==> src/rtl/display_shifter.sv <==
// display_shifter: hex word rotated on right edges inside a toggle window,
// shown on a scanned active-low seven-segment display.
module display_shifter #(
  parameter int NUM_DIGITS = 8,
  parameter int SCAN_DIV   = 100000,
  parameter int CNT_W      = 3
) (
  input  logic                    clk,
  input  logic                    rstb,
  input  logic                    load,
  input  logic [4*NUM_DIGITS-1:0] load_data,
  input  logic                    toggle,
  input  logic                    right,
  output logic                    busy,
  output logic                    done,
  output logic [CNT_W-1:0]        shift_count,
  output logic [4*NUM_DIGITS-1:0] buffer_q,
  output logic [NUM_DIGITS-1:0]   an,
  output logic [6:0]              seg
);

  localparam int W  = 4 * NUM_DIGITS;
  localparam int SW = (SCAN_DIV > 1) ? $clog2(SCAN_DIV) : 1;
  localparam int IW = $clog2(NUM_DIGITS);

  localparam logic [SW-1:0]    SCAN_LAST = SW'(SCAN_DIV - 1);
  localparam logic [IW-1:0]    IDX_LAST  = IW'(NUM_DIGITS - 1);
  localparam logic [CNT_W-1:0] CNT_LAST  = CNT_W'(NUM_DIGITS - 1);

  typedef enum logic {
    IDLE,
    ACTIVE
  } state_t;

  state_t state_q, state_d;

  logic [W-1:0]          buffer_d;
  logic [CNT_W-1:0]      cnt_q, cnt_d;
  logic                  done_q, done_d;
  logic                  right_dly_q, toggle_dly_q;
  logic                  right_rise, toggle_rise, toggle_fall;

  logic [SW-1:0]         scan_q, scan_d;
  logic [IW-1:0]         idx_q, idx_d;
  logic [NUM_DIGITS-1:0] an_q, an_d;
  logic [6:0]            seg_q, seg_d;
  logic [3:0]            digit;

  assign right_rise  = right & ~right_dly_q;
  assign toggle_rise = toggle & ~toggle_dly_q;
  assign toggle_fall = ~toggle & toggle_dly_q;

  assign busy        = (state_q == ACTIVE);
  assign done        = done_q;
  assign shift_count = cnt_q;
  assign an          = an_q;
  assign seg         = seg_q;

  function automatic logic [6:0] hex7(input logic [3:0] v);
    case (v)
      4'h0:    hex7 = 7'b1000000;
      4'h1:    hex7 = 7'b1111001;
      4'h2:    hex7 = 7'b0100100;
      4'h3:    hex7 = 7'b0110000;
      4'h4:    hex7 = 7'b0011001;
      4'h5:    hex7 = 7'b0010010;
      4'h6:    hex7 = 7'b0000010;
      4'h7:    hex7 = 7'b1111000;
      4'h8:    hex7 = 7'b0000000;
      4'h9:    hex7 = 7'b0010000;
      4'hA:    hex7 = 7'b0001000;
      4'hB:    hex7 = 7'b0000011;
      4'hC:    hex7 = 7'b1000110;
      4'hD:    hex7 = 7'b0100001;
      4'hE:    hex7 = 7'b0000110;
      default: hex7 = 7'b0001110;
    endcase
  endfunction

  // window FSM: load while idle, rotate right on edges while active
  always_comb begin
    state_d  = state_q;
    buffer_d = buffer_q;
    cnt_d    = cnt_q;
    done_d   = 1'b0;
    unique case (state_q)
      IDLE: begin
        if (load) begin
          buffer_d = load_data;
          cnt_d    = '0;
        end
        if (toggle_rise) state_d = ACTIVE;
      end
      ACTIVE: begin
        if (right_rise) begin
          buffer_d = {buffer_q[3:0], buffer_q[W-1:4]};
          cnt_d    = (cnt_q == CNT_LAST) ? '0 : cnt_q + 1'b1;
        end
        if (toggle_fall) begin
          state_d = IDLE;
          done_d  = 1'b1;
        end
      end
      default: state_d = IDLE;
    endcase
  end

  // digit scan: hold each digit SCAN_DIV cycles, decode the lit one
  always_comb begin
    scan_d = scan_q + 1'b1;
    idx_d  = idx_q;
    if (scan_q == SCAN_LAST) begin
      scan_d = '0;
      idx_d  = (idx_q == IDX_LAST) ? '0 : idx_q + 1'b1;
    end
    digit = buffer_q[4*idx_q +: 4];
    an_d  = ~(NUM_DIGITS'(1) << idx_q);
    seg_d = hex7(digit);
  end

  // state, data, edge-detect and display registers
  always_ff @(posedge clk or negedge rstb) begin
    if (!rstb) begin
      state_q      <= IDLE;
      buffer_q     <= '0;
      cnt_q        <= '0;
      done_q       <= 1'b0;
      right_dly_q  <= 1'b1;
      toggle_dly_q <= 1'b0;
      scan_q       <= '0;
      idx_q        <= '0;
      an_q         <= '1;
      seg_q        <= 7'h7F;
    end else begin
      state_q      <= state_d;
      buffer_q     <= buffer_d;
      cnt_q        <= cnt_d;
      done_q       <= done_d;
      right_dly_q  <= right;
      toggle_dly_q <= toggle;
      scan_q       <= scan_d;
      idx_q        <= idx_d;
      an_q         <= an_d;
      seg_q        <= seg_d;
    end
  end

endmodule

==> config.mk <==
export PLATFORM = sky130hd
export DESIGN_NAME = display_shifter
export DESIGN_NICKNAME = d
export VERILOG_FILES = /design/src/rtl/display_shifter.sv
export SDC_FILE = /design/constraint.sdc
export NUM_CORES = 1
export LEC_CHECK = 0
export CELL_PAD_IN_SITES_DETAIL_PLACEMENT = 0
export CELL_PAD_IN_SITES_GLOBAL_PLACEMENT = 1
export CORE_UTILIZATION = 39
export DETAILED_ROUTE_END_ITERATION = 12
export PLACE_DENSITY_LB_ADDON = 0.1
export SKIP_LAST_GASP = 1
export SLEW_MARGIN = 40
export SYNTH_ARGS = -nofsm -noshare
export SYNTH_HDL_FRONTEND = slang
export SYNTH_SLANG_ARGS = --single-unit
==> constraint.sdc <==
create_clock -name clk -period 2.51 [get_ports clk]
set_input_delay 0.502 -clock clk [delete_from_list [all_inputs] [get_ports clk]]
set_output_delay 0.502 -clock clk [all_outputs]
set_load 0.02 [all_outputs]
==> impl_results.rst <==
.. list-table::
   :header-rows: 1

   * - Metric
     - Value
   * - Fin util
     - a little over half
   * - HPWL after detailed placement
     - 5.87 mm
   * - Number of I/O port buffers
     - 88
   * - Maximum clock path buffer count
     - 2
   * - Fraction of synthesized area in multiplexers
     - 19.7%
   * - Maximum number of pins on one net before global-route repair
     - 49
   * - Lkg Pwr
     - 2.19 nW
   * - Area growth from synthesis to layout
     - 33.4%
   * - Mean number of vias per cell
     - 4.87
   * - Sequential-to-total area share from yosys stat
     - roughly half
   * - Global-route wire length before repair
     - roughly 14 mm
   * - Total count of max-transition violations in the final report
     - 0
   * - Clock Pin Slew Worst Setup and Hold Paths
     - 80 ps
   * - Flip-flop and latch count after synthesis
     - 74
   * - Final routed wirelength across all metal layers
     - 8.18 mm
   * - I/O pins
     - 89
   * - Number of nets produced by synthesis
     - around 380
   * - Post-detailed-route count of antenna-violating nets
     - 0
   * - Overall routing resource usage
     - a little under a fifth
   * - Number of clock sinks seen by CTS
     - 74
   * - TritonCTS clock tree
     - done
   * - Xor and xnor area share after synthesis
     - 3.29%
   * - Grt total ovfl
     - 0
   * - Count of vias placed by the detailed router
     - 2,673
   * - Routability congestion estimate
     - 0.781
   * - Cell accounting for the most synthesized area
     - sky130_fd_sc_hd__dfrtp_1
   * - Main area contributors after synthesis
     - sky130_fd_sc_hd__dfrtp_1, sky130_fd_sc_hd__dfstp_2, sky130_fd_sc_hd__mux2i_1
   * - Antenna violations before repair
     - 0
   * - Combinational family with the most area after synthesis
     - multiplexers
   * - Endpoint type of the worst setup path
     - flip-flop
   * - Post-synthesis simple-gate area fraction
     - between 10% and 20%
   * - Critical path data required time
     - 2780 ps
   * - Number of gates resized after cts
     - 0
   * - Number of max-cap violations
     - 0
   * - Arrival time of data at the critical path endpoint
     - 2510 ps
   * - Synthesized instance count
     - around 320
   * - Initial detailed-routing violation count
     - 88
   * - Clk_skew
     - 11.2 ps
   * - Crit path max fanout
     - 7
   * - Cell variety after synth
     - 40
   * - Hold_ws
     - 119 ps
   * - Peak ir drop on the vdd network
     - between 300 and 400 µV
   * - Category of the worst setup path launch point
     - flip-flop
   * - Total CTS buffers
     - 9
   * - Post-synth ARST share
     - 100%
   * - DRC violations left
     - 0
   * - Run status
     - completed
   * - Final net count
     - 467
   * - Count of flip-flops with a built-in enable after synthesis
     - 0
   * - Post-CTS setup buffer count
     - 0
   * - Start-to-end type of the worst setup path
     - flip-flop to flip-flop
   * - Final Cycle Share
     - 89.1%
   * - Power per cell area
     - approximately 730 nW/µm²
   * - Filler cell count in the final layout
     - slightly above 800
   * - Die X-Extent
     - 99.7 µm
   * - Slew at the pin with the worst max-slew slack
     - 678 ps
   * - Area share of the largest cell type after synthesis
     - between 30% and 40%
   * - DP Cell Count
     - ~530
   * - Setup repair after global routing missed its margin
     - false
   * - Mapped cell area
     - 3720 µm²
   * - Deepest level of the CTS H-tree
     - 3
   * - Die area
     - 9940 µm²
   * - Post-route cell area
     - around 5000 µm²
   * - Number of cells in the finished layout apart from fillers
     - about 550
   * - Post-detailed-placement cell area
     - roughly 4800 µm²
   * - Remaining max-slew budget at the tightest pin
     - approximately 55%
   * - Final setup fails
     - 0
   * - Number of iterations in the first detailed-routing pass
     - 4
   * - Total negative slack
     - 0 ps
   * - Number of hold-slack violations in the final timing report
     - 0
   * - Wire per inst
     - 14.9 µm
   * - Adder and majority gate portion of the synthesized area
     - 5.31%
   * - Initial core utilization
     - 40.3%
   * - Clock tree root driver cell
     - sky130_fd_sc_hd__clkbuf_8
   * - Min-Delay Path Class
     - input pin to asynchronous set/reset pin
   * - Synthesized-area fraction occupied by ao, oa, aoi and oai cells
     - 6.92%
   * - # rows
     - 35
   * - Number of synthesis warnings
     - 0
   * - Dominant register cell in the synthesized netlist
     - sky130_fd_sc_hd__dfrtp_1
   * - Number of global-route vias before repair
     - around 2,800
   * - Clk Latency, worst-skew pair
     - 340 ps
   * - Worst Reg-to-Reg Cells
     - 7
   * - Floorplan die height
     - 99.7 µm
   * - Fraction of final layout cells with drive strength greater than 1
     - 14.0%
   * - Crit path time final
     - roughly 2200 ps
   * - Core area
     - 9240 µm²
   * - Maximum operating frequency
     - 0.447 GHz
   * - Hold Buf Count CTS
     - 0
   * - Diode count
     - 0
   * - Avg Inst Size Synth
     - 11.5 µm²
-- through the flow --
step	worst slack [ps]	power, mW
after floorplan	246	2.23
after global placement	312	2.84
after detailed placement	233	2.85
after CTS	205	3.69
after global routing	67.4	3.84
final	273	3.63
-- worst max-delay path: stages (launching register included) --
cell	delay, ps
sky130_fd_sc_hd__dfrtp_1	550
sky130_fd_sc_hd__mux4_1	600
sky130_fd_sc_hd__mux2i_1	230
sky130_fd_sc_hd__buf_4	180
sky130_fd_sc_hd__ha_1	130
sky130_fd_sc_hd__inv_1	40
sky130_fd_sc_hd__or3_1	350
sky130_fd_sc_hd__o21ai_0	80
-- state kept, by name, indices dropped and copies added (netlist names) --
| signal | count |
|---|---|
| seg | 7 |
| toggle_dly_q | 1 |
| right_dly_q | 1 |
| scan_q | 17 |
| buffer_q | 32 |
| shift_count | 3 |
| done | 1 |
| busy | 1 |
| idx_q | 3 |
| an | 8 |
-- where the power goes --
group	internal [mW]	total [mW]	switching, mW
clock network	0.381	0.826	0.445
registers	1.41	1.59	0.184
logic	0.620	1.21	0.589
total	2.41	3.63	1.22
-- cells by family after synthesis --
kind of cell,after synthesis
buffers and inverters,28
XOR/XNOR,14
adder cells (fa/ha/maj),16
flip-flops,74
multiplexers,58
AO/OA/AOI/OAI,46
AND/OR/NAND/NOR,87
-- layer usage --
| metal | vias up | routed length [µm] | global-route usage (%) |
|---|---|---|---|
| met2 | 64 | 3640 | 28.0 |
| met5 | - | 0 | 0 |
| met1 | 1286 | 4050 | 25.1 |
| met3 | 8 | 383 | 3.79 |
| met4 | 0 | 105 | 6.67 |
| li1 | 1315 | - | - |
-- area by class of cell --
class | instances | area, µm² | area share [%]
clock buffers | 11 | 141 | 2.85
clock inverters | 5 | 30.0 | 0.605
inverters | 12 | 45.0 | 0.907
multi-input cells | 221 | 1740 | 35.1
flip-flops and latches | 74 | 1870 | 37.7
well taps | 129 | 161 | 3.25
repair buffers | 97 | 971 | 19.6
-- layout by cell type (no fill, tap or decap), types with 4 or more instances in the layout --
master | Yosys | final
sky130_fd_sc_hd__mux2i_1 | 41 | 40
sky130_fd_sc_hd__dfstp_2 | 16 | 16
sky130_fd_sc_hd__and4_1 | 4 | 4
sky130_fd_sc_hd__mux2_2 | 7 | 7
sky130_fd_sc_hd__mux4_1 | 5 | 5
sky130_fd_sc_hd__clkdlybuf4s50_1 | 0 | 87
sky130_fd_sc_hd__o21ai_0 | 36 | 36
sky130_fd_sc_hd__nand3_1 | 7 | 7
sky130_fd_sc_hd__nor2_1 | 11 | 11
sky130_fd_sc_hd__clkbuf_8 | 0 | 10
sky130_fd_sc_hd__xor2_1 | 4 | 4
sky130_fd_sc_hd__xnor2_1 | 10 | 10
sky130_fd_sc_hd__dfrtp_1 | 58 | 57
sky130_fd_sc_hd__nand2_1 | 44 | 44
sky130_fd_sc_hd__inv_1 | 11 | 11
sky130_fd_sc_hd__buf_4 | 1 | 8
sky130_fd_sc_hd__ha_1 | 15 | 15
-- cells in the mapped netlist (5+ instances only) --
cell type and number:
sky130_fd_sc_hd__nand2_1 44, sky130_fd_sc_hd__dfrtp_1 58, sky130_fd_sc_hd__clkbuf_1 11, sky130_fd_sc_hd__xnor2_1 10, sky130_fd_sc_hd__mux2i_1 41, sky130_fd_sc_hd__dfstp_2 16
sky130_fd_sc_hd__o21ai_0 36, sky130_fd_sc_hd__mux2_2 7, sky130_fd_sc_hd__nand3_1 7, sky130_fd_sc_hd__nor2_1 11, sky130_fd_sc_hd__inv_1 11, sky130_fd_sc_hd__mux4_1 5
sky130_fd_sc_hd__ha_1 15
-- final timing paths --
check                                                to                  from  slack [ps]
worst max-delay path                   seg[1]$_DFF_PN1_  idx_q[0]$_DFFE_PN0N_         270
min in group clk                    scan_q[4]$_DFF_PN0_   scan_q[4]$_DFF_PN0_         500
max in group asynchronous               an[0]$_DFF_PN1_                  rstb        1750
worst min register to register      scan_q[4]$_DFF_PN0_   scan_q[4]$_DFF_PN0_         500
worst min-delay path            buffer_q[7]$_DFFE_PN0P_                  rstb         120
worst max register to register         seg[1]$_DFF_PN1_  idx_q[0]$_DFFE_PN0N_         270
Note: power is estimated with default switching activity, not from simulation.
